===== config.mk =====
export PLATFORM = sky130hd
export DESIGN_NAME = aurora_bist_seq
export DESIGN_NICKNAME = d
export VERILOG_FILES = /design/src/rtl/aurora_bist_seq.sv
export SDC_FILE = /design/constraint.sdc
export NUM_CORES = 1
export LEC_CHECK = 0
export CORE_MARGIN = 2
export CORE_UTILIZATION = 45
export CTS_CLUSTER_SIZE = 25
export DETAILED_ROUTE_END_ITERATION = 10
export PLACE_DENSITY = 0.74
export SLEW_MARGIN = 20
export SYNTH_ARGS = -nofsm -noshare
export SYNTH_HDL_FRONTEND = slang
export SYNTH_SLANG_ARGS = --single-unit

===== constraint.sdc =====
create_clock -name clk -period 20.9 [get_ports clk]
set_clock_uncertainty 0.05 [all_clocks]
set_input_delay 3.135 -clock clk [delete_from_list [all_inputs] [get_ports clk]]
set_output_delay 3.135 -clock clk [all_outputs]
set_load 0.02 [all_outputs]

===== src/rtl/aurora_bist_seq.sv =====
// rtl/aurora_bist_seq.sv - PRBS BIST run sequencer for the Aurora MAC; lock timeout enabled by AURORA_BIST_SEQ_TIMEOUT_EN
module aurora_bist_seq #(
    parameter int SETTLE_CYCLES = 16,
    parameter int LOCK_TIMEOUT  = 65535
) (
    input  logic        clk,
    input  logic        rst,
    input  logic        start,
    input  logic        abort,
    input  logic        channel_up,
    input  logic [5:0]  rate,
    input  logic [15:0] dwell_cycles,
    input  logic [15:0] drain_cycles,
    input  logic [47:0] min_samps,
    output logic        bist_gen_en,
    output logic        bist_checker_en,
    output logic        bist_loopback_req,
    output logic [5:0]  bist_gen_rate,
    input  logic        bist_checker_locked,
    input  logic [47:0] bist_checker_samps,
    input  logic [47:0] bist_checker_errors,
    output logic        busy,
    output logic        done,
    output logic        pass,
    output logic [2:0]  fail_code,
    output logic [47:0] result_samps,
    output logic [47:0] result_errors
);

    typedef enum logic [2:0] {
        S_IDLE, S_ARM, S_LOCK, S_DWELL, S_SAMPLE, S_DRAIN, S_STOP, S_FINISH
    } state_t;

    localparam logic [2:0]  CODE_PASS    = 3'd0;
    localparam logic [2:0]  CODE_TIMEOUT = 3'd1;
    localparam logic [2:0]  CODE_LOWSAMP = 3'd2;
    localparam logic [2:0]  CODE_ERRORS  = 3'd3;
    localparam logic [2:0]  CODE_CHAN    = 3'd4;
    localparam logic [2:0]  CODE_ABORT   = 3'd5;
    localparam logic [15:0] SETTLE_LOAD  = 16'(SETTLE_CYCLES - 1);
    localparam logic [15:0] LOCK_LOAD    = 16'(LOCK_TIMEOUT - 1);

    state_t      state_q, state_d;
    logic [15:0] cnt_q, cnt_d;
    logic [5:0]  rate_q, rate_d;
    logic [15:0] dwell_q, dwell_d;
    logic [15:0] drain_q, drain_d;
    logic [47:0] min_q, min_d;
    logic [2:0]  code_q, code_d;
    logic        gen_en_q, gen_en_d;
    logic        chk_en_q, chk_en_d;
    logic        loop_q, loop_d;
    logic [5:0]  gen_rate_q, gen_rate_d;
    logic        busy_q, busy_d;
    logic        done_q, done_d;
    logic        pass_q, pass_d;
    logic [2:0]  fail_code_q, fail_code_d;
    logic [47:0] res_samps_q, res_samps_d;
    logic [47:0] res_errors_q, res_errors_d;

    // Next-state, run bookkeeping and registered outputs derived from the next state
    always_comb begin
        state_d      = state_q;
        cnt_d        = cnt_q;
        rate_d       = rate_q;
        dwell_d      = dwell_q;
        drain_d      = drain_q;
        min_d        = min_q;
        code_d       = code_q;
        pass_d       = pass_q;
        fail_code_d  = fail_code_q;
        res_samps_d  = res_samps_q;
        res_errors_d = res_errors_q;

        case (state_q)
            S_IDLE: begin
                if (start) begin
                    rate_d       = rate;
                    dwell_d      = (dwell_cycles == 16'd0) ? 16'd1 : dwell_cycles;
                    drain_d      = drain_cycles;
                    min_d        = min_samps;
                    code_d       = CODE_PASS;
                    pass_d       = 1'b0;
                    res_samps_d  = '0;
                    res_errors_d = '0;
                    if (channel_up) begin
                        state_d = S_ARM;
                        cnt_d   = SETTLE_LOAD;
                    end else begin
                        code_d  = CODE_CHAN;
                        state_d = S_FINISH;
                    end
                end
            end
            S_STOP: begin
                if (abort && code_q == CODE_PASS) code_d = CODE_ABORT;
                state_d = S_FINISH;
            end
            S_FINISH: state_d = S_IDLE;
            default: begin
                // Abort outranks a channel drop; either one skips straight to STOP
                if (abort) begin
                    if (code_q == CODE_PASS) code_d = CODE_ABORT;
                    state_d = S_STOP;
                end else if (!channel_up) begin
                    if (code_q == CODE_PASS) code_d = CODE_CHAN;
                    res_samps_d  = '0;
                    res_errors_d = '0;
                    state_d      = S_STOP;
                end else begin
                    case (state_q)
                        S_ARM: begin
                            if (cnt_q == 16'd0) begin
                                state_d = S_LOCK;
                                cnt_d   = LOCK_LOAD;
                            end else cnt_d = cnt_q - 16'd1;
                        end
                        S_LOCK: begin
                            // Lock is checked before expiry so a simultaneous lock wins
                            if (bist_checker_locked) begin
                                state_d = S_DWELL;
                                cnt_d   = dwell_q - 16'd1;
                            end
`ifdef AURORA_BIST_SEQ_TIMEOUT_EN
                            else if (cnt_q == 16'd0) begin
                                code_d = CODE_TIMEOUT;
                                if (drain_q == 16'd0) state_d = S_STOP;
                                else begin
                                    state_d = S_DRAIN;
                                    cnt_d   = drain_q - 16'd1;
                                end
                            end else cnt_d = cnt_q - 16'd1;
`endif
                        end
                        S_DWELL: begin
                            if (cnt_q == 16'd0) begin
                                res_samps_d  = bist_checker_samps;
                                res_errors_d = bist_checker_errors;
                                state_d      = S_SAMPLE;
                            end else cnt_d = cnt_q - 16'd1;
                        end
                        S_SAMPLE: begin
                            if (code_q == CODE_PASS) begin
                                if (res_errors_q != 48'd0)   code_d = CODE_ERRORS;
                                else if (res_samps_q <= min_q) code_d = CODE_LOWSAMP;
                            end
                            if (drain_q == 16'd0) state_d = S_STOP;
                            else begin
                                state_d = S_DRAIN;
                                cnt_d   = drain_q - 16'd1;
                            end
                        end
                        S_DRAIN: begin
                            if (cnt_q == 16'd0) state_d = S_STOP;
                            else cnt_d = cnt_q - 16'd1;
                        end
                        default: state_d = state_q;
                    endcase
                end
            end
        endcase

        gen_en_d   = state_d inside {S_LOCK, S_DWELL, S_SAMPLE};
        chk_en_d   = state_d inside {S_LOCK, S_DWELL, S_SAMPLE, S_DRAIN};
        loop_d     = state_d inside {S_ARM, S_LOCK, S_DWELL, S_SAMPLE, S_DRAIN};
        busy_d     = state_d inside {S_ARM, S_LOCK, S_DWELL, S_SAMPLE, S_DRAIN, S_STOP};
        done_d     = (state_d == S_FINISH);
        gen_rate_d = gen_en_d ? rate_d : 6'd0;
        if (state_d == S_FINISH) begin
            fail_code_d = code_d;
            pass_d      = (code_d == CODE_PASS);
        end
    end

    // State and output registers; reset drops every BIST enable at once
    always_ff @(posedge clk or posedge rst) begin
        if (rst) begin
            state_q      <= S_IDLE;
            cnt_q        <= '0;
            rate_q       <= '0;
            dwell_q      <= '0;
            drain_q      <= '0;
            min_q        <= '0;
            code_q       <= '0;
            gen_en_q     <= 1'b0;
            chk_en_q     <= 1'b0;
            loop_q       <= 1'b0;
            gen_rate_q   <= '0;
            busy_q       <= 1'b0;
            done_q       <= 1'b0;
            pass_q       <= 1'b0;
            fail_code_q  <= '0;
            res_samps_q  <= '0;
            res_errors_q <= '0;
        end else begin
            state_q      <= state_d;
            cnt_q        <= cnt_d;
            rate_q       <= rate_d;
            dwell_q      <= dwell_d;
            drain_q      <= drain_d;
            min_q        <= min_d;
            code_q       <= code_d;
            gen_en_q     <= gen_en_d;
            chk_en_q     <= chk_en_d;
            loop_q       <= loop_d;
            gen_rate_q   <= gen_rate_d;
            busy_q       <= busy_d;
            done_q       <= done_d;
            pass_q       <= pass_d;
            fail_code_q  <= fail_code_d;
            res_samps_q  <= res_samps_d;
            res_errors_q <= res_errors_d;
        end
    end

    assign bist_gen_en       = gen_en_q;
    assign bist_checker_en   = chk_en_q;
    assign bist_loopback_req = loop_q;
    assign bist_gen_rate     = gen_rate_q;
    assign busy              = busy_q;
    assign done              = done_q;
    assign pass              = pass_q;
    assign fail_code         = fail_code_q;
    assign result_samps      = res_samps_q;
    assign result_errors     = res_errors_q;

endmodule


==> qor.txt, run 1 <==
Adder-Cell Fraction of Synth Area -> 0.05788
core footprint -> 23540 sq um
Seq pwr share -> 0.403
Worst Tran Pin Value -> 1.073 ns
layout cells sized above 1 -> 0.08263
crit-path cells -> clkdlybuf4s50_1 -> inv_8 -> buf_4 -> buf_4
largest net degree at the start of global routing -> 123
EDFF count, synth -> 0
commonest cells after routing, fill and taps aside -> clkdlybuf4s50_1, dfrtp_1, a22o_1, nand2_1, o21ai_0
VDD IR max -> 0.00005443 V
DIE WIDTH -> 159.0 um
final-layout fill cell count -> 2006
Clk pwr share -> 0.273
setup tns final -> 0 ns
TritonCTS clock tree -> yes
post-synthesis compound-gate area fraction -> 0.1846
combinational power share -> 0.324
CTS Buffer Depth -> 3
die height -> 159.0 um
Total GRT Usage -> 0.2360
antenna violations before repair -> 2
RSZ-0062 raised after global routing -> false
first-pass GRT wire length -> 48580 um
vias in the first global route -> 8925
CP Capture Type -> async pin
Crit-path slowest cell -> buf_4
remaining global-route overflow -> 0
Hold Crit Class -> flop to flop
smallest setup slack after layout -> 15.82 ns
element type at the critical path start -> input port
post-cts hold buffer count -> 0
leakage -> 6.687 nW
fraction of power spent switching nets -> 0.3495
Die ar. -> 25280 sq um
synthesized instance count -> 1002
clk sinks -> 219
Core Util, Final -> 0.6251
drt pass-1 iters -> 5
most common library cell in the layout ignoring fill and taps -> clkdlybuf4s50_1
Synth Area in Simple Gates -> 0.1299
Req. time, crit path -> 21.44 ns
mux contribution to synthesized area -> 0.05186
Wirelength per Cell -> 18.75 um
FMAX -> 196.7 MHz
sequential share of the synthesized area -> 0.5070
#FFs+latches synth -> 219
Detail Route Antenna Nets -> 0
Net Switching -> 521.5 uW
Arr. time, crit path -> 5.62 ns
largest family of logic cells by synthesized area -> compound AO/OA/AOI/OAI gates
CP max FO -> 122
endpoints failing setup -> 0
Multi-input gate area -> 4788 sq um
via count -> 8918
Max-slew headroom -> 0.2847
period utilization -> 0.2433
fraction of registers with async set/reset -> 1.000
Post-CTS Setup Bufs -> 0
Area Growth Syn to Fin -> 36.15%
clock latency on the worst-skew pair -> 0.53 ns
final hold vios -> 0
MaxCap Viol Count -> 0
Yosys cell types -> 77
I/O Buffers -> 298
most used cell, CP -> buf_4
FF/Latch Area -> 5480 sq um
H-tree levels -> 1
PD cells -> 101.4 nW/um^2
I/O Pins -> 299
pins over their slew limit -> 0
DP Wirelength -> 21790 um
Post-CTS Resized -> 0
DRC -> 0
Synthesized Nets -> 1240
pre-CTS setup slack -> 15.15 ns
Critical Path Max Stage Delay -> 0.68 ns
critical path class -> input port to async pin
root buffer cell -> clkbuf_16
CTS buffer count -> 24
Yosys Warn Count -> 0
status -> completed
final WL -> 30310 um
Final min period -> 5.084 ns
Initial Utilization -> 0.4591
post-route cell area -> 14720 sq um
Row Count -> 56
Synth Cell Area -> 10810 sq um
Cell Area, Placed -> 13940 sq um
gpl congestion -> 0.8672
Vias/cell -> 5.519
initial DRC count -> 656
Int Pwr -> 970.6 uW
Syn Area/Cell -> 10.79 sq um
Main synth FF type -> dfrtp_1
Layout Nets -> 1517
Clk pin slew, worst setup/hold paths -> 0.06 ns
Post-Synth XOR/XNOR Area -> 0.01702
==> sequential cells by signal, indices dropped and copies added, names as in the netlist <==
| signal | cells |
|---|---|
| bist_checker_en | 1 |
| bist_gen_en | 1 |
| bist_gen_rate | 6 |
| bist_loopback_req | 1 |
| busy | 1 |
| cnt_q | 16 |
| code_q | 3 |
| done | 1 |
| drain_q | 16 |
| dwell_q | 16 |
| fail_code | 3 |
| min_q | 48 |
| pass | 1 |
| rate_q | 6 |
| result_errors | 48 |
| result_samps | 48 |
| state_q | 3 |
==> critical path: cells and delay by family <==
kind,cells,cell delay [ns]
buffers and inverters,4,2.39
==> cell usage after synthesis (4+ instances only) <==
cell	instances	share of area
dfrtp_1	219	0.51
a22o_1	98	0.079
nand2_1	89	0.031
o21ai_0	68	0.031
inv_1	62	0.022
a21oi_1	51	0.024
ha_1	50	0.058
nor2_1	39	0.014
mux2_2	38	0.040
clkbuf_1	22	0.0076
nor3_1	22	0.010
nor4_1	21	0.012
nand4_1	18	0.010
nand3_1	17	0.0079
nor2b_1	13	0.0075
buf_6	12	0.013
xnor2_1	12	0.0097
buf_2	11	0.0051
mux2i_1	11	0.010
xor2_1	9	0.0073
a21o_1	8	0.0056
a31oi_1	5	0.0029
buf_4	5	0.0035
nand2b_1	5	0.0029
nand3b_1	5	0.0035
o31ai_1	5	0.0035
o41ai_1	5	0.0041
or3_1	5	0.0029
a211oi_1	4	0.0028
nor3b_1	4	0.0028
o21bai_1	4	0.0028
==> logic make-up (layout without fill, tap and decap cells) <==
logic type | Yosys count | after routing
mux | 50 | 50
simple gates | 265 | 265
other cells | 0 | 2
fa+ha+maj | 50 | 50
flops | 219 | 219
compound gates | 281 | 281
xor+xnor | 21 | 21
buf+inv | 116 | 409
==> final timing paths <==
| path | startpoint | end | slack [ns] | cells past startpoint |
|---|---|---|---|---|
| setup reg to reg | state_q[2]$_DFF_PP0_ | cnt_q[14]$_DFFE_PP0P_ | 17.07 | 11 |
| setup / recovery | rst | min_q[18]$_DFFE_PP0P_ | 15.82 | 4 |
| hold / removal | fail_code[0]$_DFFE_PP0P_ | fail_code[0]$_DFFE_PP0P_ | 0.43 | 2 |
| min in group asynchronous | rst | result_errors[20]$_DFFE_PP0P_ | 3.14 | 2 |
| max in group clk | start | bist_gen_rate[3]$_DFF_PP0_ | 15.88 | 7 |
| hold reg to reg | fail_code[0]$_DFFE_PP0P_ | fail_code[0]$_DFFE_PP0P_ | 0.43 | 2 |
==> metrics by stage <==
| stage | hold WS [ns] | total power [mW] | instances |
|---|---|---|---|
| 3_5_place_dp | 0.4194 | 1.086 | 1572 |
| 4_1_cts | 0.4330 | 1.500 | 1614 |
| 3_3_place_gp | 0.4172 | 1.069 | 1572 |
| 5_1_grt | 0.4607 | 1.590 | 1616 |
| 6_report | 0.4282 | 1.492 | 1616 |
| 2_1_floorplan | 0.4149 | 0.9421 | 1002 |
==> layout make-up <==
class | count | share of cell area
repair buffers | 305 | 0.2063
multi-input cells | 667 | 0.3254
well taps | 319 | 0.02712
clock buffers | 34 | 0.04744
clock inverters | 8 | 0.004761
inverters | 62 | 0.01632
diodes | 2 | 0.0003401
flip-flops and latches | 219 | 0.3724
==> layer usage <==
metal	share of wire	global-route usage
met1	0.43	0.3182
met2	0.47	0.3857
met3	0.071	0.05626
met4	0.026	0.06240
met5	0	0
==> power groups by stage <==
stage	clock network [mW]	registers [mW]	logic [mW]
after CTS	0.416	0.600	0.485
after global placement	0	0.602	0.467
after detailed placement	0	0.606	0.480
after global routing	0.438	0.613	0.539
after floorplan	0	0.588	0.355
final	0.407	0.601	0.484
Power figures use the tool's default switching activity.
==> inputs of run 2 (changes only) <==
==> constraint.sdc (replaced) <==
create_clock -name clk -period 5 [get_ports clk]
set_clock_uncertainty 0.05 [all_clocks]
set_input_delay 0.75 -clock clk [delete_from_list [all_inputs] [get_ports clk]]
set_output_delay 0.75 -clock clk [all_outputs]
set_load 0.02 [all_outputs]
==> qor.txt, run 2 (synthesis gave the netlist of run 1 again) <==
Clk pin slew, worst setup/hold paths -> 0.06 ns
CTS buffer count -> 25
Reg-to-Reg Start -> state_q[2]$_DFF_PP0_
Multi-input gate area -> 4788 sq um
most common library cell in the layout ignoring fill and taps -> clkdlybuf4s50_1
DIE WIDTH -> 159.0 um
via count -> 9047
FF/Latch Area -> 5480 sq um
PD cells -> 428.3 nW/um^2
antenna violations before repair -> 2
vias in the first global route -> 8952
post-cts hold buffer count -> 0
Row Count -> 56
end of the critical path -> cnt_q[4]$_DFFE_PP0P_
Critical path origin -> state_q[2]$_DFF_PP0_
I/O Buffers -> 298
remaining global-route overflow -> 0
commonest cells after routing, fill and taps aside -> clkdlybuf4s50_1, dfrtp_1, a22o_1, nand2_1, o21ai_0
TritonCTS clock tree -> yes
layout cells sized above 1 -> 0.08609
Area Growth Syn to Fin -> 36.80%
Post-CTS Resized -> 0
endpoints failing setup -> 0
DRC -> 0
Detail Route Antenna Nets -> 0
final WL -> 30680 um
DP Wirelength -> 22250 um
Wirelength per Cell -> 18.91 um
reg2reg end -> cnt_q[4]$_DFFE_PP0P_
final-layout fill cell count -> 1970
Req. time, crit path -> 5.35 ns
gpl congestion -> 0.8599
Worst Reg-to-Reg Cells -> 8
Die ar. -> 25280 sq um
final hold vios -> 0
initial DRC count -> 535
status -> completed
first-pass GRT wire length -> 48520 um
drt pass-1 iters -> 5
H-tree levels -> 1
Arr. time, crit path -> 4.04 ns
element type at the critical path start -> flop
CP Capture Type -> flop
clk sinks -> 219
core footprint -> 23540 sq um
Post-Layout Cell Count -> 1622
Total GRT Usage -> 0.2365
placed cells -> 1576
VDD IR max -> 0.0002347 V
I/O Pins -> 299
Post-CTS Setup Bufs -> 0
Initial Utilization -> 0.4591
CTS Buffer Depth -> 3
largest net degree at the start of global routing -> 144
CP max FO -> 45
Final min period -> 3.695 ns
Hold Path Depth -> 2
clock latency on the worst-skew pair -> 0.52 ns
R2R Setup Slk -> 1.30 ns
final hold slack -> 0.4387 ns
post-route cell area -> 14790 sq um
setup tns final -> 0 ns
Max-slew headroom -> 0.2708
period utilization -> 0.7390
root buffer cell -> clkbuf_16
Worst Tran Pin Value -> 1.094 ns
Layout Nets -> 1522
Vias/cell -> 5.578
Hold Crit Class -> flop to flop
critical path class -> flop to flop
leakage -> 6.735 nW
FMAX -> 270.6 MHz
RSZ-0062 raised after global routing -> false
Cell Area, Placed -> 13980 sq um
pins over their slew limit -> 0
die height -> 159.0 um
MaxCap Viol Count -> 0
run 2: report_power, final:
part / internal, mW / total [mW] / switching [mW]
combinational: 0.893 / 2.02 / 1.13
sequential: 2.19 / 2.53 / 0.343
clock: 1.08 / 1.78 / 0.703
run 2: stage by stage:
| stage | utilization | setup WS, ns | total power [mW] |
|---|---|---|---|
| global placement | 0.5939 | 1.456 | 4.490 |
| CTS | 0.6279 | 1.289 | 6.367 |
| detailed placement | 0.5939 | 1.294 | 4.557 |
| floorplan | - | 1.346 | 3.939 |
| finish | 0.6281 | 1.305 | 6.333 |
| global route | 0.6281 | 1.037 | 6.746 |
run 2: per-layer routing:
metal	global-route usage	vias up	routed length, um
li1	-	4237	-
met1	0.3157	4396	12930
met2	0.3902	362	14660
met3	0.04897	52	2220
met4	0.07355	0	871
met5	0	-	0
run 2: how the worst min path moves through the flow:
stage | from | to | slack [ns]
after floorplan | rate_q[0]$_DFF_PP0_ | rate_q[0]$_DFF_PP0_ | 0.41
after global placement | fail_code[2]$_DFFE_PP0P_ | fail_code[2]$_DFFE_PP0P_ | 0.41
after detailed placement | fail_code[2]$_DFFE_PP0P_ | fail_code[2]$_DFFE_PP0P_ | 0.43
after CTS | fail_code[2]$_DFFE_PP0P_ | fail_code[2]$_DFFE_PP0P_ | 0.44
after global routing | rate_q[4]$_DFF_PP0_ | rate_q[4]$_DFF_PP0_ | 0.47
final | fail_code[0]$_DFFE_PP0P_ | fail_code[0]$_DFFE_PP0P_ | 0.44
run 2: final cells by class:
class | instances | share of cell area
flip-flops and latches | 219 | 0.3706
multi-input cells | 667 | 0.3238
repair buffers | 309 | 0.2082
clock buffers | 34 | 0.04730
well taps | 319 | 0.02699
inverters | 62 | 0.01599
clock inverters | 10 | 0.006769
diodes | 2 | 0.0003385
run 2: worst max-delay path: stages, from the launching register on:
cell and delay (ns):
dfrtp_1 0.70, nor3_4 0.65, nand2_4 0.47, o311ai_0 0.28, o311ai_1 0.23, a21oi_2 0.54
buf_4 0.32, o31ai_1 0.09, a32o_1 0.23
